<file path="src/rtl/fetch_sequencer.sv">
// Fetch-stage sequencer: drives the PC register controls and the IF/ID, ID/EX stall/flush strobes.
// Optional stall/redirect counters are built only when STALL_CNT_EN is defined.
module fetch_sequencer #(
    parameter int unsigned RESET_HOLD_CYCLES = 4,
    parameter logic [31:0] RESET_VECTOR      = 32'h0000_0000
) (
    input  logic        i_clk,
    input  logic        i_rst,
    input  logic [31:0] i_pc_cur,
    input  logic        i_imem_ready,
    input  logic        i_dmem_busy,
    input  logic [4:0]  i_id_rs1,
    input  logic [4:0]  i_id_rs2,
    input  logic        i_id_uses_rs1,
    input  logic        i_id_uses_rs2,
    input  logic [4:0]  i_ex_rd,
    input  logic        i_ex_mem_read,
    input  logic        i_ex_redirect,
    input  logic [31:0] i_ex_target,
    output logic        o_pc_reset,
    output logic        o_pc_stall,
    output logic [31:0] o_pc_next,
    output logic        o_if_id_stall,
    output logic        o_if_id_flush,
    output logic        o_id_ex_flush,
    output logic        o_pipe_freeze,
    output logic [31:0] o_stall_cycles,
    output logic [31:0] o_flush_count
);

    localparam int unsigned HOLD_W = $clog2(RESET_HOLD_CYCLES + 1);
    localparam logic [HOLD_W-1:0] HOLD_INIT = HOLD_W'(RESET_HOLD_CYCLES);
    localparam logic [HOLD_W-1:0] HOLD_ONE  = HOLD_W'(1);

    localparam logic [1:0] ST_HOLD = 2'd0;
    localparam logic [1:0] ST_RUN  = 2'd1;
    localparam logic [1:0] ST_DROP = 2'd2;

    logic [1:0]        r_state;
    logic [1:0]        w_stateNext;
    logic [HOLD_W-1:0] r_holdCnt;

    logic        w_loadUse;
    logic        w_rs1Hit;
    logic        w_rs2Hit;
    logic [31:0] w_redirectPc;
    logic [31:0] w_pcIncr;
    logic        w_redirectTaken;
    logic        w_unusedTargetBits;

    logic        w_pcReset;
    logic        w_pcStall;
    logic [31:0] w_pcNext;
    logic        w_ifIdStall;
    logic        w_ifIdFlush;
    logic        w_idExFlush;
    logic        w_pipeFreeze;

    // x0 is never a real dependency, so a load targeting it never stalls.
    assign w_rs1Hit  = i_id_uses_rs1 && (i_id_rs1 == i_ex_rd);
    assign w_rs2Hit  = i_id_uses_rs2 && (i_id_rs2 == i_ex_rd);
    assign w_loadUse = i_ex_mem_read && (i_ex_rd != 5'd0) && (w_rs1Hit || w_rs2Hit);

    assign w_redirectPc       = {i_ex_target[31:2], 2'b00};
    assign w_pcIncr           = i_pc_cur + 32'd4;
    assign w_unusedTargetBits = ^i_ex_target[1:0];

    always_comb begin
        w_stateNext     = r_state;
        w_pcReset       = 1'b0;
        w_pcStall       = 1'b0;
        w_pcNext        = i_pc_cur;
        w_ifIdStall     = 1'b0;
        w_ifIdFlush     = 1'b0;
        w_idExFlush     = 1'b0;
        w_pipeFreeze    = 1'b0;
        w_redirectTaken = 1'b0;

        case (r_state)
            ST_HOLD: begin
                w_pcReset = 1'b1;
                w_pcNext  = RESET_VECTOR;
                if (r_holdCnt <= HOLD_ONE) begin
                    w_stateNext = ST_RUN;
                end
            end

            ST_RUN: begin
                if (i_dmem_busy) begin
                    // EX is frozen, so any redirect it shows is retried once the freeze lifts.
                    w_pipeFreeze = 1'b1;
                    w_pcStall    = 1'b1;
                    w_ifIdStall  = 1'b1;
                end else if (i_ex_redirect) begin
                    w_redirectTaken = 1'b1;
                    w_pcNext        = w_redirectPc;
                    w_ifIdFlush     = 1'b1;
                    w_idExFlush     = 1'b1;
                    if (!i_imem_ready) begin
                        w_stateNext = ST_DROP;
                    end
                end else if (w_loadUse) begin
                    w_pcStall   = 1'b1;
                    w_ifIdStall = 1'b1;
                    w_idExFlush = 1'b1;
                end else if (!i_imem_ready) begin
                    w_pcStall   = 1'b1;
                    w_ifIdFlush = 1'b1;
                end else begin
                    w_pcNext = w_pcIncr;
                end
            end

            ST_DROP: begin
                // The response still in flight belongs to the old path and is thrown away.
                w_pcStall   = 1'b1;
                w_ifIdFlush = 1'b1;
                if (i_dmem_busy) begin
                    w_pipeFreeze = 1'b1;
                    w_ifIdStall  = 1'b1;
                end
                if (i_imem_ready) begin
                    w_stateNext = ST_RUN;
                end
            end

            default: begin
                w_stateNext = ST_HOLD;
                w_pcReset   = 1'b1;
                w_pcNext    = RESET_VECTOR;
            end
        endcase
    end

    always_ff @(posedge i_clk or posedge i_rst) begin
        if (i_rst) begin
            r_state <= ST_HOLD;
        end else begin
            r_state <= w_stateNext;
        end
    end

    always_ff @(posedge i_clk or posedge i_rst) begin
        if (i_rst) begin
            r_holdCnt <= HOLD_INIT;
        end else if ((r_state == ST_HOLD) && (r_holdCnt != '0)) begin
            r_holdCnt <= r_holdCnt - HOLD_ONE;
        end
    end

    assign o_pc_reset    = w_pcReset;
    assign o_pc_stall    = w_pcStall;
    assign o_pc_next     = w_pcNext;
    assign o_if_id_stall = w_ifIdStall;
    assign o_if_id_flush = w_ifIdFlush;
    assign o_id_ex_flush = w_idExFlush;
    assign o_pipe_freeze = w_pipeFreeze;

`ifdef STALL_CNT_EN
    logic [31:0] r_stallCycles;
    logic [31:0] r_flushCount;
    logic        w_countStall;

    assign w_countStall = ((r_state == ST_RUN) || (r_state == ST_DROP)) && w_pcStall;

    // Both counters stick at all-ones rather than wrapping.
    always_ff @(posedge i_clk or posedge i_rst) begin
        if (i_rst) begin
            r_stallCycles <= '0;
            r_flushCount  <= '0;
        end else begin
            if (w_countStall && (r_stallCycles != 32'hFFFF_FFFF)) begin
                r_stallCycles <= r_stallCycles + 32'd1;
            end
            if (w_redirectTaken && (r_flushCount != 32'hFFFF_FFFF)) begin
                r_flushCount <= r_flushCount + 32'd1;
            end
        end
    end

    assign o_stall_cycles = r_stallCycles;
    assign o_flush_count  = r_flushCount;
`else
    logic w_unusedRedirect;

    assign w_unusedRedirect = w_redirectTaken;
    assign o_stall_cycles   = 32'd0;
    assign o_flush_count    = 32'd0;
`endif

endmodule

</file>
<file path="config.mk">
export PLATFORM = sky130hd
export DESIGN_NAME = fetch_sequencer
export DESIGN_NICKNAME = d
export VERILOG_FILES = /design/src/rtl/fetch_sequencer.sv
export SDC_FILE = /design/constraint.sdc
export NUM_CORES = 1
export LEC_CHECK = 0
export ABC_AREA = 1
export CAP_MARGIN = 20
export CELL_PAD_IN_SITES_DETAIL_PLACEMENT = 0
export CELL_PAD_IN_SITES_GLOBAL_PLACEMENT = 1
export CORE_ASPECT_RATIO = 1.25
export CORE_UTILIZATION = 26
export CTS_CLUSTER_SIZE = 10
export DETAILED_ROUTE_END_ITERATION = 7
export PLACE_DENSITY = 0.86
export SETUP_SLACK_MARGIN = 0.5
export SYNTH_ARGS = -nofsm -noshare
export SYNTH_HDL_FRONTEND = slang
export SYNTH_SLANG_ARGS = --single-unit
</file>
<file path="constraint.sdc">
create_clock -name i_clk -period 3 [get_ports i_clk]
set_clock_uncertainty 0.15 [all_clocks]
set_input_delay 0.6 -clock i_clk [delete_from_list [all_inputs] [get_ports i_clk]]
set_output_delay 0.6 -clock i_clk [all_outputs]
set_load 0.01 [all_outputs]
</file>
### After elaboration in Yosys (flattened, before gate mapping)

Cells that the tools add are included.

| word-level totals | value |
|---|---|
| flip-flop bits (word level) | 5 |
| output and inout bits | 102 |
| logic and storage cells | 55 |

| operators by class | value |
|---|---|
| multiplexer cells | 30 |
| order comparisons | 1 |
| add/sub/neg operators | 2 |
| reduce and logical (&&, ||, !) cells | 11 |
| eq/ne operators | 9 |

Operators by type and width:

| kind | count |
|---|---|
| $mux W32 | 4 |
| $pmux W32 S2 | 1 |
| $add A32 B3 Y32 const B | 1 |
| $mux W1 | 16 |
| $eq A5 B5 Y1 | 2 |
| $mux W2 | 5 |
| $ne A2 B2 Y1 const B | 5 |
| $pmux W1 S2 | 3 |
| $pmux W2 S3 | 1 |
| $logic_and A1 B1 Y1 | 5 |
| $reduce_and A5 Y1 | 1 |
| $reduce_bool A5 Y1 | 1 |
| $le A3 B1 Y1 const B | 1 |
| $reduce_bool A3 Y1 | 1 |
| $sub A3 B1 Y3 const B | 1 |
| $eq A2 B1 Y1 const B | 1 |
| $eq A2 B2 Y1 const B | 1 |
| $logic_not A2 Y1 | 1 |
| $reduce_or A2 Y1 | 1 |
| $logic_or A1 B1 Y1 | 1 |

### Longest topological paths before layout

Gate-level depths: netlist (run 1).

| depth | value |
|---|---|
| depth in word-level cells | 8 |
| depth in mapped cells | 15 |
| depth with buffers taken out | 14 |

### Worst setup path before layout (run 1)

OpenSTA, ideal clock, no wires.

| timing path | value |
|---|---|
| path kind | input to output |
| start point | input port i_pc_cur[2] |
| end point | output port o_pc_next[22] |
| stages | 11 |
| buffers on the path | 0 |
| required time | 2.250 ns |
| slack | 0.384 ns |
| arrival time | 1.866 ns |
| cell sequence | ha_1 -> nand3_1 -> nor2_2 -> nand3_1 -> nor3_2 -> nand2_1 -> nand2_1 -> nand2_1 -> nand2_1 -> nand2_1 -> a21oi_1 |

| on the way | value |
|---|---|
| cells in the longest elaborated chain, start to end | 6 |

Ends and longest elaborated chain:

| what | line | text |
|---|---|---|
| start, declared | 9 | `input logic [31:0] i_pc_cur,` |
| $add A32 B3 Y32 | 65 | `assign w_pcIncr = i_pc_cur + 32'd4;` |
| $mux W32 | 106 | `end else if (!i_imem_ready) begin` |
| $mux W32 | 102 | `end else if (w_loadUse) begin` |
| $mux W32 | 94 | `end else if (i_ex_redirect) begin` |
| $mux W32 | 89 | `if (i_dmem_busy) begin` |
| $pmux W32 S2 | 79 | `case (r_state)` |
| end, declared | 22 | `output logic [31:0] o_pc_next,` |

No other way between the ends.

### Final worst setup path (run 1)

| timing path | value |
|---|---|
| start point | input port i_id_rs1[3] |
| end point | output port o_pc_next[30] |

| on the way | value |
|---|---|
| cells in the longest elaborated chain, start to end | 8 |

Ends and longest elaborated chain:

| what | line | text |
|---|---|---|
| start, declared | 12 | `input logic [4:0] i_id_rs1,` |
| $eq A5 B5 Y1 | 60 | `assign w_rs1Hit = i_id_uses_rs1 && (i_id_rs1 == i_ex_rd);` |
| $logic_and A1 B1 Y1 | 60 |  |
| $logic_or A1 B1 Y1 | 62 | `assign w_loadUse = i_ex_mem_read && (i_ex_rd != 5'd0) && (w_rs1Hit \|\| w_rs2Hit);` |
| $logic_and A1 B1 Y1 | 62 |  |
| $mux W32 | 102 |  |
| $mux W32 | 94 |  |
| $mux W32 | 89 |  |
| $pmux W32 S2 | 79 |  |

No other way between the ends.

==> summary.md, run 1 <==
| Metric | Value |
|---|---|
| Post-layout instance area | `6170 um^2` |
| Maxcap violations | `0` |
| Antenna-violating nets left | `0` |
| Drt wl/cell | `about 13 um` |
| Core ar. | `12,700 um^2` |
| # rows | `46` |
| Syn Std Cell Area | `3390 um^2` |
| Area contributors post-synth | `nand2_1 27%, buf_4 15%, a21oi_1 8.7%, inv_1 7.2%, nand3_1 6.9%` |
| Yosys cell types | `37` |
| Final setup viols | `0` |
| # diodes | `0` |
| Yosys warnings | `0` |
| Die area | `13,500 um^2` |
| HP Class | `flip-flop to flip-flop` |
| Num CTS Buffers | `3` |
| DP Wirelength | `10,000 um` |
| Grt peak-use layer | `met2` |
| Arrival @ worst endpoint | `2.15 ns` |
| CP max stage cell | `nand2_4` |
| Switching share of total power | `0.490` |
| Hold_sp | `r_holdCnt[1]` |
| Crit path launch type | `input pin` |
| Yosys reg bits | `5` |
| Boundary Pins | `189` |
| H-tree level count | `1` |
| Overflow after GRT | `0` |
| Clock Sinks | `5` |
| Largest net degree at the start of global routing | `53` |
| Port Buf Inserts | `122` |
| CP most frequent cell | `nand2_1` |
| Placed cell area | `5180 um^2` |
| Reg-to-Reg Start | `r_state[0]` |
| Worst Path Required | `about 2.3 ns` |
| Multi-input logic area | `a little over 3000 um^2` |
| Yosys top cell area share | `0.270` |
| Vias | `~4,900` |
| Switch Pwr | `0.942 mW` |
| Layout cells sized above 1 | `0.370` |
| RSZ-0062 raised after global routing | `yes` |
| Final Hold Viols | `0` |
| Comb power frac | `0.838` |
| Hold WS | `0.329 ns` |
| Post-Route WL | `between 10,000 and 15,000 um` |
| Root Driver | `clkbuf_16` |
| DR iter-0 viols | `287` |
| Clock transition at path regs | `0.03 ns` |
| Maximum vdd ir drop | `0.201 mV` |
| Critical Path Fanout Max | `5` |
| Placer Congestion | `0.899` |
| Sequential fraction of the synthesis area | `0.0372` |
| Met3 usage | `0.0300` |
| Leakage | `3.18 nW` |
| Max Freq | `344 MHz` |
| Global-route wire length before repair | `22,100 um` |
| Final core utilization | `0.485` |
| Fin crit share | `0.968` |
| Status | `finished, final reports clean` |
| WHS Endpoint | `r_holdCnt[1]` |
| Internal power | `0.980 mW` |
| Clk Latency, worst-skew pair | `about 0.23 ns` |
| Worst hold stages | `2` |
| CP Cell Sequence | `buf_2 > nand2_1 > nand2_1 > nor2_4 > nand3_2 > nand2_4 > nand2_8 > buf_6 > buf_16 > nand3_1 > nand2_1 > nand2_1 > nand2_1 > nand2_1 > nand2_1 > nand2_1 > buf_2` |
| Slew Limit Fails | `0` |
| Layout net count | `990` |
| Post-Syn Area per Cell | `5.09 um^2` |
| R2R depth | `7` |
| First drt pass iteration count | `4` |
| Crit-path max cell delay | `0.16 ns` |
| Vias in the first global route | `between 4,000 and 5,000` |
| PD cells | `312 nW/um^2` |
| Syn-to-layout area delta | `81.7%` |
| Kind of critical path | `input pin to primary output` |
| Die Wd | `104 um` |
| RR Endpoint | `r_state[0]` |
| Mapped Cells | `667` |
| Post-layout min period | `between 2 and 3 ns` |
| Initial antenna violation count | `0` |
| Met2 Use GR | `0.381` |
| Register area | `126 um^2` |
| Flop2flop setup slack | `1.40 ns` |
| GR Util met1 | `0.226` |
| Pre-CTS setup slack | `-0.721 ns` |
| Worst Setup End Kind | `primary output` |
| CTS Hold Buffers Added | `0` |
| Clk buf depth | `2` |
| Setup slack after layout | `a little under 0.1 ns` |
| Biggest area consumer among synthesized cells | `nand2_1` |
| Clk pwr share | `0.115` |
| Chip height | `130 um` |
| DRC Markers | `0` |
| Total GRT Usage | `0.199` |
| Initial Util | `0.267` |
| Layout fillers | `1,272` |
| Via-to-Cell Ratio | `approximately 4.6` |
| TritonCTS clock tree | `yes` |
| Register share of total power | `0.047` |
sequential cells by signal (all words and copies together) (netlist names):
register	flops
r_holdCnt	3
r_state	2
Yosys cell counts, drive strengths merged:
master and count:
nand2 248, buf 73, inv 65, nor2 60
a21oi 59, nand3 47, o21ai 30, clkbuf 20
nand4 17, nor3 10, xor2 9, ha 8
dfrtp 4, o211ai 3, o31ai 3, dlygate4sd1 2
nand3b 2, nor4 2, a31oi 1, clkinv 1
conb 1, dfstp 1, o22ai 1
timing repair:
item	4_1_cts	5_1_grt
setup buffers	30	6
cloned	7	1
pin swaps	66	53
setup endpoints to repair	36	36
hold endpoints to repair	0	0
resized for setup	409	83
layout by cell type (no fill, tap or decap), drive strengths merged:
| cell type | n |
|---|---|
| a31oi | 1 |
| o211ai | 3 |
| dlymetal6s2s | 1 |
| clkinv | 1 |
| nand2 | 250 |
| clkbuf | 9 |
| inv | 65 |
| nor4 | 2 |
| conb | 64 |
| a21oi | 59 |
| ha | 8 |
| o31ai | 3 |
| xor2 | 9 |
| clkdlybuf4s15 | 8 |
| o21ai | 30 |
| nand3 | 47 |
| clkdlybuf4s50 | 37 |
| buf | 192 |
| dfstp | 1 |
| dlygate4sd2 | 10 |
| nor3 | 10 |
| nor2 | 60 |
| nand4 | 17 |
| nand3b | 2 |
| dfrtp | 4 |
| o22ai | 1 |
worst max-delay path, delay by kind of cell:
family                 cells  cell delay [ns]
buffers and inverters      4             0.49
AND/OR/NAND/NOR           13             1.05
layer usage:
metal / routed length [um] / up-vias
met5: 0 / -
met4: 355 / 0
met3: 917 / 29
met1: 5470 / 2174
li1: - / 2456
met2: 7340 / 215
logic make-up (layout without fill, tap and decap cells):
family | count (synthesis) | count (layout) | share of synthesized area
AO/OA/AOI/OAI | 97 | 97 | 0.149
XOR/XNOR | 9 | 9 | 0.0232
adder cells (fa/ha/maj) | 8 | 8 | 0.0295
buffers and inverters | 161 | 323 | 0.278
flip-flops | 5 | 5 | 0.0372
other | 1 | 64 | 0.00111
AND/OR/NAND/NOR | 386 | 388 | 0.482
area by class of cell:
type                            instances  share of cell area
Multi-Input combinational cell        566               0.500
Tap cell                              168              0.0341
Inverter                               66              0.0414
Clock buffer                            4              0.0128
Timing Repair Buffer                  253               0.391
Sequential cell                         5              0.0205
power groups by stage:
stage	sequential [mW]	combinational, mW	clock, mW
after CTS	0.0902	1.55	0.221
final	0.0907	1.61	0.220
after global routing	0.0917	1.77	0.228
after global placement	0.0941	1.55	0
after detailed placement	0.0951	1.55	0
after floorplan	0.0915	0.792	0
worst max path at each step:
stage	start	endpoint	slack, ns	depth (start not counted)
floorplan	i_pc_cur[10]	o_pc_next[22]	0.47	11
global placement	i_pc_cur[2]	o_pc_next[21]	-0.69	13
detailed placement	i_pc_cur[2]	o_pc_next[29]	-0.72	13
CTS	i_ex_rd[2]	o_pc_next[27]	0.15	18
global route	i_ex_rd[0]	o_pc_next[25]	-0.009	18
finish	i_id_rs1[3]	o_pc_next[30]	0.1	17
per-stage QoR:
stage / instances / TNS, ns / power [mW]
2_1_floorplan: 730 / 0 / 0.884
3_3_place_gp: 1014 / -20.60 / 1.65
3_5_place_dp: 1014 / -21.27 / 1.65
4_1_cts: 1055 / 0 / 1.86
5_1_grt: 1062 / -0.00929 / 2.09
6_report: 1062 / 0 / 1.92
No activity file was read; power rests on OpenSTA's default activity.
==> inputs of run 2 (changes only) <==
--- a/config.mk
+++ b/config.mk
@@ -13,6 +13,7 @@
 export CORE_UTILIZATION = 26
 export CTS_CLUSTER_SIZE = 10
 export DETAILED_ROUTE_END_ITERATION = 7
+export MAX_ROUTING_LAYER = met4
 export PLACE_DENSITY = 0.86
 export SETUP_SLACK_MARGIN = 0.5
 export SYNTH_ARGS = -nofsm -noshare
==> run 2 against run 1 <==
Cell count grew 0.38%. Die area is the same. Clock power is essentially flat. Register-to-register slack lost 0.04 ns. Global-route usage grew 0.62 points.
==> summary.md, run 2 (synthesis gave the netlist of run 1 again) <==
| Metric | Value |
|---|---|
| Met3 usage | `0.0220 (was 0.0300)` |
| # rows | `46 (unchanged)` |
| Chip height | `130 um (unchanged)` |
| Antenna-violating nets left | `0 (unchanged)` |
| Grt peak-use layer | `met2 (unchanged)` |
| Fin cells | `1,066 (was 1,062)` |
| Layout cells sized above 1 | `0.389 (was 0.370)` |
| # diodes | `0 (unchanged)` |
| Worst Setup End Kind | `primary output (unchanged)` |
| Maximum vdd ir drop | `0.201 mV (about the same)` |
| DP Wirelength | `10,000 um (unchanged)` |
| Fin crit share | `0.959 (was 0.968)` |
| Largest registers | `r_holdCnt: 3 flops, r_state: 2 flops (unchanged)` |
| Max FFs per register | `3 (unchanged)` |
| TritonCTS clock tree | `yes (unchanged)` |
| Worst Path Required | `2.25 ns (about the same)` |
| H-tree level count | `1 (unchanged)` |
| First drt pass iteration count | `5 (was 4)` |
| Post-layout min period | `2.88 ns (was 2.90 ns)` |
| Boundary Pins | `189 (unchanged)` |
| Crit path launch type | `input pin (unchanged)` |
| Largest net degree at the start of global routing | `53 (unchanged)` |
| Crit-path max cell delay | `0.15 ns (was 0.16 ns)` |
| Die Wd | `104 um (unchanged)` |
| Die area | `13,500 um^2 (unchanged)` |
| Arrival @ worst endpoint | `2.13 ns (was 2.15 ns)` |
| Post-Route WL | `14,400 um (was 14,100 um)` |
| Clk buf depth | `2 (unchanged)` |
| CP max stage cell | `buf_12 (was nand2_4)` |
| Overflow after GRT | `0 (unchanged)` |
| PD cells | `308 nW/um^2 (was 312 nW/um^2)` |
| Clock Sinks | `5 (unchanged)` |
| Layout net count | `994 (was 990)` |
| Kind of critical path | `input pin to primary output (unchanged)` |
| Met2 Use GR | `0.380 (was 0.381)` |
| Maxcap violations | `0 (unchanged)` |
| Status | `finished, final reports clean (unchanged)` |
| Clock transition at path regs | `0.03 ns (about the same)` |
| Total GRT Usage | `0.205 (was 0.199)` |
| HP Class | `flip-flop to flip-flop (unchanged)` |
| GR Util met1 | `0.231 (was 0.226)` |
| Port Buf Inserts | `122 (unchanged)` |
| DR iter-0 viols | `211 (was 287)` |
| Most frequent cells in the layout | `205 x nand2_1, 91 x buf_4, 64 x conb_1 (was 209 x nand2_1, 90 x buf_4, 64 x conb_1)` |
| CP Cell Sequence | `buf_6 > inv_2 > nand2_1 > nand2_1 > nor2_4 > nand3_2 > nand2_4 > nand2_8 > buf_12 > buf_16 > nand4_1 > nand2_1 > nand2_1 > nand2_1 > nand2_1 > nand2_1 > buf_2 (was buf_2 > nand2_1 > nand2_1 > nor2_4 > nand3_2 > nand2_4 > nand2_8 > buf_6 > buf_16 > nand3_1 > nand2_1 > nand2_1 > nand2_1 > nand2_1 > nand2_1 > nand2_1 > buf_2)` |
| Root Driver | `clkbuf_16 (unchanged)` |
| Placer Congestion | `0.914 (was 0.899)` |
| Layout fillers | `1,263 (was 1,272)` |
| Via-to-Cell Ratio | `4.68 (was 4.59)` |
| Global-route wire length before repair | `22,100 um (about the same)` |
| Final core utilization | `0.495 (was 0.485)` |
| Core ar. | `12,700 um^2 (unchanged)` |
| Total power | `1.94 mW (was 1.92 mW)` |
| Leakage | `3.21 nW (was 3.18 nW)` |
| Initial Util | `0.267 (unchanged)` |
| RSZ-0062 raised after global routing | `yes (unchanged)` |
| Vias in the first global route | `4,658 (was 4,654)` |
| DRC Markers | `0 (unchanged)` |
| Max Freq | `347 MHz (was 344 MHz)` |
| Syn-to-layout area delta | `85.5% (was 81.7%)` |
| Leading cell type in the layout, fill and taps excluded | `nand2_1 (unchanged)` |
| Clk Latency, worst-skew pair | `0.23 ns (about the same)` |
| Final setup viols | `0 (unchanged)` |
| Biggest register | `r_holdCnt (unchanged)` |
| Critical Path Fanout Max | `6 (was 5)` |
| Num CTS Buffers | `3 (unchanged)` |
| CP most frequent cell | `nand2_1 (unchanged)` |
| Final Hold Viols | `0 (unchanged)` |
| Vias | `4,986 (was 4,874)` |
| Slew Limit Fails | `0 (unchanged)` |
| Inst Count DP | `1,014 (unchanged)` |
| Drt wl/cell | `13.5 um (was 13.3 um)` |
| Initial antenna violation count | `0 (unchanged)` |
-- run 2: where the power goes --
| part | switching [mW] | leakage, nW | internal (mW) |
|---|---|---|---|
| clock | 0.0440 | 0.0382 | 0.176 |
| combinational | 0.900 | 3.11 | 0.727 |
| sequential | 0.00998 | 0.0634 | 0.0808 |
| total | 0.954 | 3.21 | 0.984 |
-- run 2: per-stage QoR --
step	hold WS [ns]	setup WS (ns)	setup TNS, ns	instance area (um^2)
2_1_floorplan	0.228	0.473	0	3670
3_3_place_gp	0.328	-0.694	-20.60	5180
3_5_place_dp	0.327	-0.721	-21.27	5180
4_1_cts	0.331	0.150	0	5870
5_1_grt	0.405	0.00747	0	6290
6_report	0.328	0.122	0	6290
-- run 2: final timing paths --
kind / from / slack [ns] / endpoint / depth (start not counted)
worst max register to register: r_state[0] / 1.36 / r_state[1] / 8
worst min register to register: r_holdCnt[1] / 0.33 / r_holdCnt[1] / 2
worst max-delay path: i_ex_rd[3] / 0.12 / o_pc_next[30] / 17
max in group asynchronous: i_rst / 2.01 / r_holdCnt[2] / 2
min in group asynchronous: i_rst / 0.44 / r_state[1] / 2
worst min-delay path: r_holdCnt[1] / 0.33 / r_holdCnt[1] / 2
-- run 2: final cells by class --
class                   count  area [um^2]  share of cell area
multi-input cells         566         3160               0.502
repair buffers            257         2450               0.390
inverters                  66          268              0.0425
well taps                 168          210              0.0334
flip-flops and latches      5          126              0.0201
clock buffers               4         78.8              0.0125
-- run 2: worst max-delay path, delay by kind of cell --
kind | cells | cell delay (ns)
simple gates | 12 | 0.98
buf+inv | 5 | 0.54
-- run 2: metal layers --
layer | up-vias | share of wire | routed length (um)
met3 | 34 | 0.065 | 933
met4 | 0 | 0.025 | 363
met5 | - | 0 | 0
met2 | 238 | 0.53 | 7570
li1 | 2474 | - | -
met1 | 2240 | 0.38 | 5530
-- run 2: what timing repair did --
item                                    4_1_cts  5_1_grt
hold endpoints to repair                      0        0
endpoints found under the setup margin       36       36
hold buffers                                  0        0
cloned                                        7        1
pin swaps                                    66       62
gates resized for setup                     409      107
setup buffers                                30       10
